## src/rtl/uart_pkg.sv

```systemverilog
`default_nettype none
// +---------------------------------------------------------------------------
// | uart_pkg -- shared encodings for the UART transmitter and its baud timer.
// | Optional macro UART_TX_PARITY_EN adds the PARITY state. Revision: 1.0
// +---------------------------------------------------------------------------
package uart_pkg;

    localparam int DIV_W_DEFAULT = 16;
    localparam int BITCNT_W      = 4;

    typedef enum logic [2:0] {
        ST_IDLE   = 3'd0,
        ST_START  = 3'd1,
        ST_DATA   = 3'd2,
`ifdef UART_TX_PARITY_EN
        ST_PARITY = 3'd3,
`endif
        ST_STOP   = 3'd4
    } uart_state_e;

    typedef enum logic [1:0] {
        PAR_NONE     = 2'b00,
        PAR_EVEN     = 2'b01,
        PAR_ODD      = 2'b10,
        PAR_NONE_ALT = 2'b11
    } uart_parity_e;

    typedef enum logic [1:0] {
        DB_5 = 2'b00,
        DB_6 = 2'b01,
        DB_7 = 2'b10,
        DB_8 = 2'b11
    } uart_dbits_e;

    // Number of data bits encoded by a data_bits code (5..8).
    function automatic logic [BITCNT_W-1:0] data_len(input logic [1:0] code);
        return BITCNT_W'(code) + BITCNT_W'(5);
    endfunction

endpackage
`default_nettype wire

```

## src/rtl/uart_baud_tick.sv

```systemverilog
`default_nettype none
// +---------------------------------------------------------------------------
// | uart_baud_tick -- bit-period timer: ticks every div_i+1 enabled clocks,
// | restartable from zero. Shared by transmitter and receiver. Revision: 1.0
// +---------------------------------------------------------------------------
module uart_baud_tick
    import uart_pkg::*;
#(
    parameter int DIV_W = DIV_W_DEFAULT
) (
    input  logic             clk,
    input  logic             rst_n,
    input  logic             restart_i,
    input  logic             en_i,
    input  logic [DIV_W-1:0] div_i,
    output logic             tick_o
);

    logic [DIV_W-1:0] cnt_q;
    logic [DIV_W-1:0] cnt_d;

    assign tick_o = en_i && (cnt_q == div_i);

    always_comb begin
        cnt_d = cnt_q;
        if (restart_i) begin
            cnt_d = '0;
        end else if (tick_o) begin
            cnt_d = '0;
        end else if (en_i) begin
            cnt_d = cnt_q + DIV_W'(1);
        end
    end

    always_ff @(posedge clk or negedge rst_n) begin
        if (!rst_n) begin
            cnt_q <= '0;
        end else begin
            cnt_q <= cnt_d;
        end
    end

endmodule
`default_nettype wire

```

## src/rtl/uart_tx_cfg.sv

```systemverilog
`default_nettype none
// +---------------------------------------------------------------------------
// | uart_tx_cfg -- configurable UART transmitter (5..8 data bits, 1/2 stop).
// | Parity support only when UART_TX_PARITY_EN is defined. Revision: 1.0
// +---------------------------------------------------------------------------
module uart_tx_cfg
    import uart_pkg::*;
#(
    parameter int DIV_W  = DIV_W_DEFAULT,
    parameter int DATA_W = 8
) (
    input  logic              clk,
    input  logic              rst_n,
    input  logic [DIV_W-1:0]  baud_div,
    input  logic [1:0]        data_bits,
    input  logic [1:0]        parity_mode,
    input  logic              stop2,
    input  logic              s_valid,
    input  logic [DATA_W-1:0] s_data,
    output logic              s_ready,
    output logic              tx,
    output logic              busy,
    output logic              done
);

    uart_state_e          state_q, state_d;
    logic                 ready_q, ready_d;
    logic                 tx_q, tx_d;
    logic [DATA_W-1:0]    shreg_q, shreg_d;
    logic [BITCNT_W-1:0]  bit_cnt_q, bit_cnt_d;
    logic                 stop_cnt_q, stop_cnt_d;
    logic [DIV_W-1:0]     div_q;
    logic [BITCNT_W-1:0]  nbits_q;
    logic                 stop2_q;
    logic [BITCNT_W-1:0]  w_len;
    logic                 w_xfer;
    logic                 w_tick;
    logic                 w_done;
    logic                 w_busy;

    assign w_xfer  = s_valid && ready_q;
    assign w_busy  = (state_q != ST_IDLE);
    assign w_len   = data_len(data_bits);

    assign s_ready = ready_q;
    assign tx      = tx_q;
    assign busy    = w_busy;
    assign done    = w_done;

    uart_baud_tick #(
        .DIV_W (DIV_W)
    ) u_baud (
        .clk       (clk),
        .rst_n     (rst_n),
        .restart_i (w_xfer),
        .en_i      (w_busy),
        .div_i     (div_q),
        .tick_o    (w_tick)
    );

`ifdef UART_TX_PARITY_EN
    logic              par_en_q;
    logic              par_val_q;
    logic [DATA_W-1:0] w_mask;
    logic              w_par_even;

    // Parity covers only the selected data length, so mask off the upper bits.
    always_comb begin
        w_mask = '0;
        for (int i = 0; i < DATA_W; i++) begin
            w_mask[i] = (i < int'(w_len));
        end
    end

    assign w_par_even = ^(s_data & w_mask);

    always_ff @(posedge clk or negedge rst_n) begin
        if (!rst_n) begin
            par_en_q  <= 1'b0;
            par_val_q <= 1'b0;
        end else if (w_xfer) begin
            par_en_q  <= (parity_mode == PAR_EVEN) || (parity_mode == PAR_ODD);
            par_val_q <= (parity_mode == PAR_ODD) ? ~w_par_even : w_par_even;
        end
    end
`else
    logic unused_parity_mode;
    assign unused_parity_mode = ^parity_mode;
`endif

    always_ff @(posedge clk or negedge rst_n) begin
        if (!rst_n) begin
            div_q   <= '0;
            nbits_q <= '0;
            stop2_q <= 1'b0;
        end else if (w_xfer) begin
            div_q   <= baud_div;
            nbits_q <= w_len;
            stop2_q <= stop2;
        end
    end

    // tx_d is the line level for the next cycle, so tx stays a clean register.
    always_comb begin
        state_d    = state_q;
        tx_d       = tx_q;
        shreg_d    = shreg_q;
        bit_cnt_d  = bit_cnt_q;
        stop_cnt_d = stop_cnt_q;
        w_done     = 1'b0;
        case (state_q)
            ST_IDLE: begin
                tx_d = 1'b1;
                if (w_xfer) begin
                    state_d   = ST_START;
                    tx_d      = 1'b0;
                    shreg_d   = s_data;
                    bit_cnt_d = '0;
                end
            end
            ST_START: begin
                if (w_tick) begin
                    state_d   = ST_DATA;
                    tx_d      = shreg_q[0];
                    shreg_d   = shreg_q >> 1;
                    bit_cnt_d = BITCNT_W'(1);
                end
            end
            ST_DATA: begin
                if (w_tick) begin
                    if (bit_cnt_q == nbits_q) begin
`ifdef UART_TX_PARITY_EN
                        if (par_en_q) begin
                            state_d = ST_PARITY;
                            tx_d    = par_val_q;
                        end else
`endif
                        begin
                            state_d    = ST_STOP;
                            tx_d       = 1'b1;
                            stop_cnt_d = 1'b0;
                        end
                    end else begin
                        tx_d      = shreg_q[0];
                        shreg_d   = shreg_q >> 1;
                        bit_cnt_d = bit_cnt_q + BITCNT_W'(1);
                    end
                end
            end
`ifdef UART_TX_PARITY_EN
            ST_PARITY: begin
                if (w_tick) begin
                    state_d    = ST_STOP;
                    tx_d       = 1'b1;
                    stop_cnt_d = 1'b0;
                end
            end
`endif
            ST_STOP: begin
                if (w_tick) begin
                    if (stop_cnt_q == stop2_q) begin
                        w_done  = 1'b1;
                        state_d = ST_IDLE;
                        tx_d    = 1'b1;
                    end else begin
                        stop_cnt_d = 1'b1;
                    end
                end
            end
            default: begin
                state_d = ST_IDLE;
                tx_d    = 1'b1;
            end
        endcase
    end

    // Ready is registered so it stays low until the first clock out of reset.
    assign ready_d = (state_d == ST_IDLE);

    always_ff @(posedge clk or negedge rst_n) begin
        if (!rst_n) begin
            state_q    <= ST_IDLE;
            ready_q    <= 1'b0;
            tx_q       <= 1'b1;
            shreg_q    <= '0;
            bit_cnt_q  <= '0;
            stop_cnt_q <= 1'b0;
        end else begin
            state_q    <= state_d;
            ready_q    <= ready_d;
            tx_q       <= tx_d;
            shreg_q    <= shreg_d;
            bit_cnt_q  <= bit_cnt_d;
            stop_cnt_q <= stop_cnt_d;
        end
    end

endmodule
`default_nettype wire

```

## config.mk

```make
export PLATFORM = sky130hd
export DESIGN_NAME = uart_tx_cfg
export DESIGN_NICKNAME = d
export VERILOG_FILES = /design/src/rtl/uart_pkg.sv /design/src/rtl/uart_baud_tick.sv /design/src/rtl/uart_tx_cfg.sv
export SDC_FILE = /design/constraint.sdc
export NUM_CORES = 1
export LEC_CHECK = 0
export ABC_AREA = 1
export BUFFER_PORTS_ARGS = -buffer_cell sky130_fd_sc_hd__buf_2
export CAP_MARGIN = 20
export CORE_MARGIN = 2
export CORE_UTILIZATION = 55
export CTS_BUF_LIST = sky130_fd_sc_hd__clkbuf_4
export CTS_CLUSTER_SIZE = 30
export DETAILED_ROUTE_END_ITERATION = 16
export PLACE_DENSITY = 0.83
export SLEW_MARGIN = 20
export SYNTH_ARGS = -nofsm -noshare
export SYNTH_HDL_FRONTEND = slang
export SYNTH_HIERARCHICAL = 1
export SYNTH_SLANG_ARGS = --single-unit
```

## constraint.sdc

```tcl
create_clock -name clk -period 1.9 [get_ports clk]
set_input_delay 0.095 -clock clk [delete_from_list [all_inputs] [get_ports clk]]
set_output_delay 0.095 -clock clk [all_outputs]
set_load 0.02 [all_outputs]
```

; ---- Yosys cells after proc, flatten, opt, wreduce, memory -nomap -nowiden
; Index checks and enable logic that the tools add are counted.
[word_totals]
ff_bits = 55
in_bits = 32
out_inout_bits = 4
[classes]
add_sub_neg = 3
n_eq_ne = 14
muxes = 35
n_reduce_logical = 11
[ops]
columns = operator, count
row1 = $mux W16, 3
row2 = $mux W8, 4
row3 = $pmux W8 S3, 1
row4 = $mux W3, 6
row5 = $add A16 B1 Y16 const B, 1
row6 = $eq A16 B16 Y1, 1
row7 = $mux W4, 4
row8 = $mux W1, 13
row9 = $pmux W3 S4, 1
row10 = $pmux W4 S3, 1
row11 = $reduce_and A5 Y1, 2
row12 = $reduce_bool A3 Y1, 3
row13 = $ne A2 B1 Y1 const B, 4
row14 = $ne A2 B2 Y1 const B, 4
row15 = $logic_not A3 Y1, 2
row16 = $add A2 B3 Y4 const B, 1
row17 = $add A4 B1 Y4 const B, 1
row18 = $eq A4 B4 Y1, 1
row19 = $pmux W1 S4, 1
row20 = $reduce_and A4 Y1, 1
row21 = $eq A3 B1 Y1 const B, 1
row22 = $eq A3 B2 Y1 const B, 1
row23 = $eq A3 B3 Y1 const B, 1
row24 = $logic_and A1 B1 Y1, 2
row25 = 3 further kinds, 3

; ---- Depth between registers and ports, before layout
; Gate-level depths: netlist of run 1.
[logic_depth]
word_depth = 5
depth_mapped = 16
depth_no_buf = 16

; ---- Hierarchy
; Netlist of run 1, hierarchy kept.
[modules_own_cells]
columns = module, n_inst, cells_per_inst, area_each_um2, seq_area_each_um2
row1 = uart_tx_cfg, 1, 240, 1845.5, 977.2
row2 = uart_baud_tick, 1, 228, 1342.5, 400.4

; ---- Worst setup path before layout of run 1
; Ideal clock, no wire load.
[synth_timing]
path_type = reg2out
from = register state_q[1]
to = output port done
arrival_time_ps = 1993
path_slack_ps = -188
path_stages_with_launch = 13
path_buffers = 0
path_cell_list = dfrtp_1 > inv_1 > nand2_1 > nor2_1 > inv_1 > nand2_1 > nor2_1 > nand2_1 > nor2_1 > nand3_2 > inv_1 > nand2_1 > nor4_1
[synth_between]
elab_chain_len = 4
[synth_lines]
columns = item, line
row1 = from (decl), uart_tx_cfg.sv:26  ; uart_state_e state_q, state_d;
row2 = from (signal assigned), uart_tx_cfg.sv:189  ; state_q <= state_d;
row3 = $reduce_bool A3 Y1, uart_tx_cfg.sv:42  ; assign w_busy = (state_q != ST_IDLE);
row4 = net busy, uart_tx_cfg.sv:22  ; output logic busy,
row5 = $logic_and A1 B1 Y1, uart_baud_tick.sv:22  ; assign tick_o = en_i && (cnt_q == div_i);
row6 = net w_tick, uart_tx_cfg.sv:37  ; logic w_tick;
row7 = $mux W1, uart_tx_cfg.sv:160  ; if (w_tick) begin
row8 = $mux W1, uart_tx_cfg.sv:111  ; case (state_q)
row9 = to (decl), uart_tx_cfg.sv:23  ; output logic done
; The timed path passes the listed nets, and every way through them passes these cells.

; ---- Worst setup path after layout of run 1
[layout_timing]
from = register state_q[2]
to = output port done
[layout_between]
elab_chain_len = 4
[layout_lines]
columns = item, line
row1 = $reduce_bool A3 Y1, uart_tx_cfg.sv:42
row2 = $logic_and A1 B1 Y1, uart_baud_tick.sv:22
row3 = net w_tick, uart_tx_cfg.sv:37
row4 = $mux W1, uart_tx_cfg.sv:160
row5 = $mux W1, uart_tx_cfg.sv:111
; The timed path passes the listed nets, and every way through them passes these cells.

==> results of run 1 <==
## worst min-delay path, delay by kind of cell
kind,cells,cell delay [ps]
buffers and inverters,1,80
AND/OR/NAND/NOR,1,40
AO/OA/AOI/OAI,1,60
adder cells (fa/ha/maj),1,110
## state kept, by name (all words and copies together), names as in the netlist
register,flops
shreg_q,8
state_q,3
u_baud/cnt_q,16
div_q,16
stop_cnt_q,1
stop2_q,1
s_ready,1
nbits_q,4
tx,1
bit_cnt_q,4
## worst min-delay path by stage
stage,from,end,cells after the start
detailed placement,rst_n,u_baud/cnt_q[6]$_DFFE_PN0P_,2
floorplan,rst_n,bit_cnt_q[0]$_DFFE_PN0P_,0
finish,data_bits[1],nbits_q[1]$_DFFE_PN0P_,4
global placement,rst_n,u_baud/cnt_q[6]$_DFFE_PN0P_,2
global route,data_bits[1],nbits_q[1]$_DFFE_PN0P_,4
CTS,data_bits[1],nbits_q[1]$_DFFE_PN0P_,4
## Yosys cell counts, types with 3 or more instances
library cell and instances:
o21ai_0 10, ha_1 3, nand3_2 3, a21oi_1 6
nand2_1 226, nand3_1 17, inv_2 4, o21ai_1 3
clkbuf_1 3, xor2_1 9, nor3_1 4, dfrtp_1 54
nand4_1 6, nor2_1 46, inv_1 50, xnor2_1 4
## power groups by stage
stage	logic, W	clock network, W	registers [W]
after floorplan	0.00135	0	0.00183
after global placement	0.00168	0	0.00189
after detailed placement	0.00176	0	0.00191
after CTS	0.00185	0.000557	0.00188
after global routing	0.00234	0.000588	0.00193
final	0.00204	0.000539	0.00189
## metal layers
layer,part of all wire (%),vias up,track usage [%]
met2,52,104,46.8
met1,41,1501,31.8
met3,4.8,24,4.83
li1,-,1603,-
met5,0,-,0
met4,2.7,0,13.6
## area by class of cell
type | count | area, um^2 | share of cell area [%]
Timing Repair Buffer | 85 | 636 | 15.8
Multi-Input combinational cell | 354 | 1640 | 40.8
Clock buffer | 6 | 45.0 | 1.12
Tap cell | 72 | 90.1 | 2.25
Sequential cell | 55 | 1380 | 34.4
Inverter | 54 | 210 | 5.24
Clock inverter | 2 | 12.5 | 0.312
Timing Repair inverter | 1 | 5.00 | 0.125
## repair_timing
action	4_1_cts	5_1_grt
endpoints found under the hold margin	81	0
hold buffers	27	0
pin swaps	0	8
setup endpoints to repair	10	14
resized for setup	4	19
cloned	0	3
setup buffers	4	10
## kinds of logic after synthesis
| group | count (synthesis) |
|---|---|
| simple gates | 314 |
| flops | 55 |
| fa+ha+maj | 3 |
| xor+xnor | 13 |
| compound gates | 22 |
| buf+inv | 61 |
## through the flow
stage / setup slack, ps / hold slack, ps / util, %
4_1_cts: -184 / 11.8 / 69.8
3_3_place_gp: 62.3 / 116 / 63.3
5_1_grt: -322 / 29.0 / 72.4
6_report: -191 / 16.7 / 72.4
3_5_place_dp: -29.6 / 119 / 63.3
2_1_floorplan: 4.25 / -201 / -
==> results.md, run 1 <==
- The run finished, with violations left.
- The final reports fail on negative setup slack.
- The data required time of the critical path is 1800 ps.
- The post-route netlist has a little under a fifth of its cells at a drive strength greater than 1.
- Summing the areas of all xor and xnor instances in the mapped netlist gives ~3.6% of the synthesized area.
- The synthesized netlist devotes ~40% of its cell area to simple gates.
- After clock tree synthesis, the clock-pin slew on the worst setup and hold paths is about 160 ps.
- For the final database, setup skew stands at around 14 ps.
- At the later pin of the worst-skew pair, clock insertion delay measures between 300 and 400 ps.
- In this run the power spent charging and discharging nets is just under 0.002 W.
- The first TritonRoute pass finished after 5 iterations.
- The congestion estimate from routability-driven global placement came to 0.947.
- Fill cells in the final layout number 454.
- The first global-routing pass estimated 13700 um of wire.
- The width of the die is 80.1 um.
- The area of the die is 6420 um^2.
- Setup repair after global routing could not meet its margin everywhere.
- The buffers plus inverters on the worst setup path is 4.
- The number of standard cells after synthesis is 468.
- The most common cell after layout, fill and taps aside is nand2_1.
- The clock root buffer master is clkbuf_4.
- In the routed design, unresolved DRC markers number 0.
- The cell that appears most often on the critical path is inv_2.
- The maximum number of pins on one net before global-route repair is 56.
- The net count of the finished layout is 591.
- The maximum number of buffers from clock root to sink is 2.
- The number of failing hold endpoints at the final stage is 0.
- In this run, synthesis produced a sequential element count of 55.
- For this run, the slowest stage of the critical path takes 410 ps.
- The total global-route track usage is a little over a quarter.
- The worst setup path is captured at an output port.
- By area, the combinational part of the netlist is dominated by simple AND/OR/NAND/NOR gates.
- Headroom to the max-slew limit came out at 80.2%.
- The count of flip-flops with a built-in enable after synthesis is 0.
- The minimum period implied by the final worst setup slack is 2090 ps.
- The overflow left after global routing is 0.
- The adder-cell area share of the yosys netlist is about 1.2%.
- The timing endpoint of the critical path is done.
- The post-synthesis async set-or-reset flop share is 100%.
- The clock net in this run drives a total of 55 sinks.
- Adding up every negative setup slack in the final design gives -503 ps.
- Based on the critical path, the design can be clocked at up to 478 MHz.
- The portion of synthesized cell area occupied by the leading cell type is between 40% and 50%.
- The half-perimeter wire length after detailed placement is about 5300 um.
- The initial antenna violation count is 0.
- Across the VDD grid, the largest voltage drop is 0.000635 V.
- Yosys printed 6 warnings.
- The launching point of the worst reg2reg path is state_q[2]$_DFF_PN0_.
- Dividing total power by cell area gives a power density of 1110 nW/um^2.
- In this run, placement finished with an instance count of 577.
- Of all nets on the critical path, the largest fanout is 3.
- The placed instance area is ~3500 um^2.
- By area the synthesized netlist is led by dfrtp_1 (42%), nand2_1 (27%), inv_1 (5.9%), nor2_1 (5.4%), nand3_1 (2.7%).
- The cell-internal power is 0.00253 W.
- The final critical path takes up 110% of the cycle.
- The beginning of the critical path is state_q[2]$_DFF_PN0_.
- The count of input and output buffers is 33.
- The via count of the first global-routing pass is 3264.
- The area growth from synthesis to layout is 25.9%.
- On the critical path, the stage with the largest delay is an instance of dfrtp_1.
- The placeable core region is 5540 um^2.
- The type of the worst setup path is register to output port.
- The critical path goes through inv_2, nand2_2, nor2_2, inv_2, nand2_1, nor2_1, nand2_1, nor2_2, nand3_2, inv_2, nand2_2, nor4_2, buf_2.
- Registers are responsible for about 42% of the overall power.
- After synthesis, the mean cell area works out to 6.81 um^2.
- The final worst setup slack is -191 ps.
- The number of pins exceeding their max-slew limit in the final report is 0.
- After detailed routing, the total wire length is 8000 um.
- The sequential element share of the synthesized area is 43.2%.
- The synthesized netlist occupies a cell area of around 3200 um^2.
- The finished cells cover 4010 um^2.
- The number of max-cap violations is 0.
- The total vias in the final route is 3232.
- The reg-to-reg critical path endpoint is shreg_q[6]$_DFFE_PN0P_.
- The detailed router finished its first iteration with 245 violations.
- The worst min-delay path category is input pin to register.
- The leakage power summed over all cells is 2.14 nW.
- The count of nets left with antenna violations once routing finished came out at 0.
- The critical path depth is 13.
- In this run, distinct cell masters in the synthesized netlist total 32.
- The initial utilization of the core area, before any placement, comes to 57.5%.
- 0 antenna diodes ended up in the layout.
- In this run, CTS created clock tree buffers numbering 5.
- In the synthesized netlist, mux cells make up 0% of the area.
- Setup violations remaining at the end of the flow were counted as 11.
- The count of cells along the worst register-to-register path is 17.
- The post-layout instance count excluding filler cells is 629.
- TritonCTS built the clock tree.
- Counting every net in the synthesized netlist gives approximately 500.
- The overall power is 0.00447 W.
- For this design the top-level I/O count stands at 36.
- The top cell types in the final layout, fill and taps aside, are nand2_1 (221), dfrtp_1 (53), inv_1 (44), nor2_1 (42), buf_2 (33).
- The setup check on the worst reg-to-reg path leaves a slack of -40 ps.
- The clock network is responsible for 12.1% of the overall power.
- The via count normalized by instance count is 5.14.
- The slew at the pin closest to its max-slew limit is a little under 300 ps.
- The share of power burned in combinational logic is 45.7%.
- The gate family responsible for the most delay along the worst path is simple AND/OR/NAND/NOR gates.
- The critical path launch point type is a register.
- The H-tree generated during clock tree synthesis spans 2 levels.
- The biggest area contributor in the post-synthesis netlist is dfrtp_1.
- In this run the vertical extent of the chip is about 80 um.
- Of the total power, the share spent switching nets is 43.3%.
- At the worst endpoint, the arrival time is approximately 2000 ps.
- The post-detailed-route wirelength per cell is 12.7 um.
- The most frequently used flop master after synthesis is dfrtp_1.
- Row generation in the floorplan step produced 27 rows.
- The compound-gate portion of the synthesized area is roughly 4%.
Power figures use the tool's default switching activity.
==> inputs of run 2 (changes only) <==
--- a/config.mk
+++ b/config.mk
@@ -6,13 +6,13 @@
 export NUM_CORES = 1
 export LEC_CHECK = 0
 export ABC_AREA = 1
-export BUFFER_PORTS_ARGS = -buffer_cell sky130_fd_sc_hd__buf_2
 export CAP_MARGIN = 20
 export CORE_MARGIN = 2
-export CORE_UTILIZATION = 55
+export CORE_UTILIZATION = 60
 export CTS_BUF_LIST = sky130_fd_sc_hd__clkbuf_4
 export CTS_CLUSTER_SIZE = 30
 export DETAILED_ROUTE_END_ITERATION = 16
+export DONT_BUFFER_PORTS = 1
 export PLACE_DENSITY = 0.83
 export SLEW_MARGIN = 20
 export SYNTH_ARGS = -nofsm -noshare
==> run 2 against run 1 <==
The flow still finishes with violations (negative setup slack). Non-clock buffer count is 8 lower. Count of clock-buffer cells in the layout is 1 lower. Total power is 7.3% higher. Sequential cell count stayed put. Die area is 7.9% lower. Final area is 1.9% higher. Utilization is 7.7 points higher. Register-to-register slack worse by 70 ps. Clock skew is 2.4 ps higher. Wire length is 11% higher. Critical path depth is 2 lower. Combinational power is 15% higher.
==> results.md, run 2 (synthesis results as in run 1) <==
- The cell sitting at the root of the clock tree is a clkbuf_4.
- The final clock period utilization by the worst path is 108%.
- In this run the remaining antenna-violating nets after routing total 0.
- In the layout the commonest cells are nand2_1 (215), dfrtp_1 (52), buf_4 (46), nor2_1 (41), inv_1 (35).
- The maximum number of buffers from clock root to sink is 2.
- The final standard cell utilization of the core is 80.1%.
- In this run, CTS created clock tree buffers numbering 5.
- The cell-internal power is 0.00268 W.
- The type of destination of the critical path is an output port.
- The relative area change from synthesis to final layout is 28.3%.
- Setup repair after global routing could not meet its margin everywhere.
- The die is 76.9 um tall.
- The via count of the first global-routing pass is 3295.
- The later-pin clock latency in the skew report is roughly 390 ps.
- The placer's final routability congestion estimate is 0.948.
- During I/O placement, the number of pins put on the boundary was 36.
- Setup violations remaining at the end of the flow were counted as 27.
- The routed layout has roughly 3400 vias.
- The number of pins exceeding their max-slew limit in the final report is 0.
- The placed instance area is 3350 um^2.
- For this run, the detailed router's first-pass iteration total came to 4.
- The largest registers in the layout are div_q (16), u_baud/cnt_q (16), shreg_q (8).
- The sink count of the clock tree is 55.
- The tightest min-delay check is of the input pin to register type.
- The starting DRC count in detailed routing is 367.
- The worst setup path is of the register to output port kind.
- The share of power burned in combinational logic is 48.7%.
- Across the VDD grid, the largest voltage drop is 0.000849 V.
- The net switching power figure is 0.00212 W.
- TritonCTS built the clock tree.
- In the post-route analysis, the smallest setup slack over all paths is -155 ps.
- Detailed placement finished with a half-perimeter wire length of ~5300 um.
- In this run the tightest slew margin relative to its limit is 73.3%.
- The die covers about 6000 um^2.
- At the worst endpoint, the required time is 1800 ps.
- The first-pass GRT wire length is 14300 um.
- Of the total power, the clock network draws 11.0%.
- The run finished, with violations left.
- The post-detailed-route wirelength per cell is around 14 um.
- For this run, design rule violations remaining after detail routing come to 0.
- Static timing analysis puts the maximum clock frequency at 487 MHz.
- The overflow left after global routing is 0.
- The clock skew after layout is 16.8 ps.
- The final wirelength is just under 9000 um.
- The tightest hold path in the finished design has a slack of about 150 ps.
- At the worst endpoint, the arrival time is 1960 ps.
- At the pin with the least slew margin, the transition time is 399 ps.
- The most common cell after layout, fill and taps aside is nand2_1.
- The via count normalized by instance count is approximately 5.5.
- The initialized floorplan defines 26 standard-cell rows.
- The number of max-cap violations is 0.
- After clock tree synthesis, the clock-pin slew on the worst setup and hold paths is 170 ps.
- Global routing used 29.8% of the available tracks.
- In the final timing run, aggregate negative setup slack is -1320 ps.
- The ratio of cells with drive above 1 in the final layout is 21.1%.
- The net switching fraction of the power is between 40% and 50%.
- Power spread over the standard cell area amounts to 1170 nW/um^2.
- The checks that failed: negative setup slack.
- The number of failing hold endpoints at the final stage is 0.
- 0 antenna diodes ended up in the layout.
- The die is 76.9 um wide.
- Of all nets on the critical path, the largest fanout is 3.
- The H-tree was split into 2 levels.
- The post-route cell area is ~4100 um^2.
- The leakage power summed over all cells is 2.13 nW.
- At the end of the flow, the number of nets in the layout was 583.
- STA classifies the critical path startpoint as a register.
- The placeable core region is 5110 um^2.
- The starting density of the core is 62.4%.
- Port buffering added 0 buffers.
- The initial antenna violation count came to 0.
- The maximum number of pins on one net before global-route repair is 56.
- The smallest clock period supported by the final layout is computed as 2060 ps.
- At the placement stage, the worst setup path has a slack of 39.9 ps.
- Registers are responsible for about two fifths of the overall power.
[run 2: worst paths after layout]
path | start | slack [ps] | cells after the start | end
min in group asynchronous | rst_n | 200 | 2 | div_q[7]$_DFFE_PN0P_
max in group asynchronous | rst_n | 1400 | 2 | tx$_DFFE_PN1P_
worst max register to register | state_q[2]$_DFF_PN0_ | -110 | 14 | u_baud/cnt_q[7]$_DFFE_PN0P_
worst min register to register | shreg_q[0]$_DFFE_PN0P_ | 500 | 2 | shreg_q[0]$_DFFE_PN0P_
worst min-delay path | s_valid | 150 | 3 | stop2_q$_DFFE_PN0P_
worst max-delay path | u_baud/cnt_q[5]$_DFFE_PN0P_ | -160 | 11 | done
[run 2: area by class of cell]
cell class | instances | area [um^2]
timing repair inverter | 1 | 6.26
sequential | 55 | 1380
timing repair buffer | 77 | 679
clock inverter | 3 | 18.8
inverter | 54 | 213
tap | 70 | 87.6
clock buffer | 5 | 37.5
fill | 347 | 1020
multi-input combinational | 354 | 1670
[run 2: power groups by stage]
stage | registers, W | clock network [W] | logic (W)
2_1_floorplan | 0.00183 | 0 | 0.00135
6_report | 0.00193 | 0.000526 | 0.00234
3_3_place_gp | 0.00191 | 0 | 0.00161
3_5_place_dp | 0.00192 | 0 | 0.00167
5_1_grt | 0.00196 | 0.000577 | 0.00261
4_1_cts | 0.00190 | 0.000530 | 0.00196
[run 2: routing by layer]
metal	global-route usage, %	part of all wire [%]	vias up
li1	-	-	1587
met1	36.4	40	1613
met2	52.0	51	144
met3	4.59	5.1	44
met4	13.1	3.7	0
met5	0	0	-
[run 2: stage by stage]
| stage | instances | total power, W |
|---|---|---|
| after floorplan | 468 | 0.00318 |
| after global placement | 545 | 0.00352 |
| after detailed placement | 545 | 0.00360 |
| after CTS | 603 | 0.00439 |
| after global routing | 619 | 0.00515 |
| final | 619 | 0.00480 |
[run 2: what timing repair did]
action | 4_1_cts | 5_1_grt
setup endpoints to repair | 3 | 27
endpoints found under the hold margin | 82 | 0
gates cloned | 0 | 4
buffers inserted | 22 | 12
pin swaps | 13 | 15
hold buffers | 29 | 0
gates resized for setup | 25 | 25
[run 2: critical path, stage by stage, from the launching register on]
cell,delay (ps)
dfrtp_1,430
inv_2,60
nand2_1,80
nand2_1,70
nor2_1,140
nand2_1,80
nor2_2,120
nand3_2,100
inv_2,100
nand2_2,80
nor4_4,140
buf_4,180
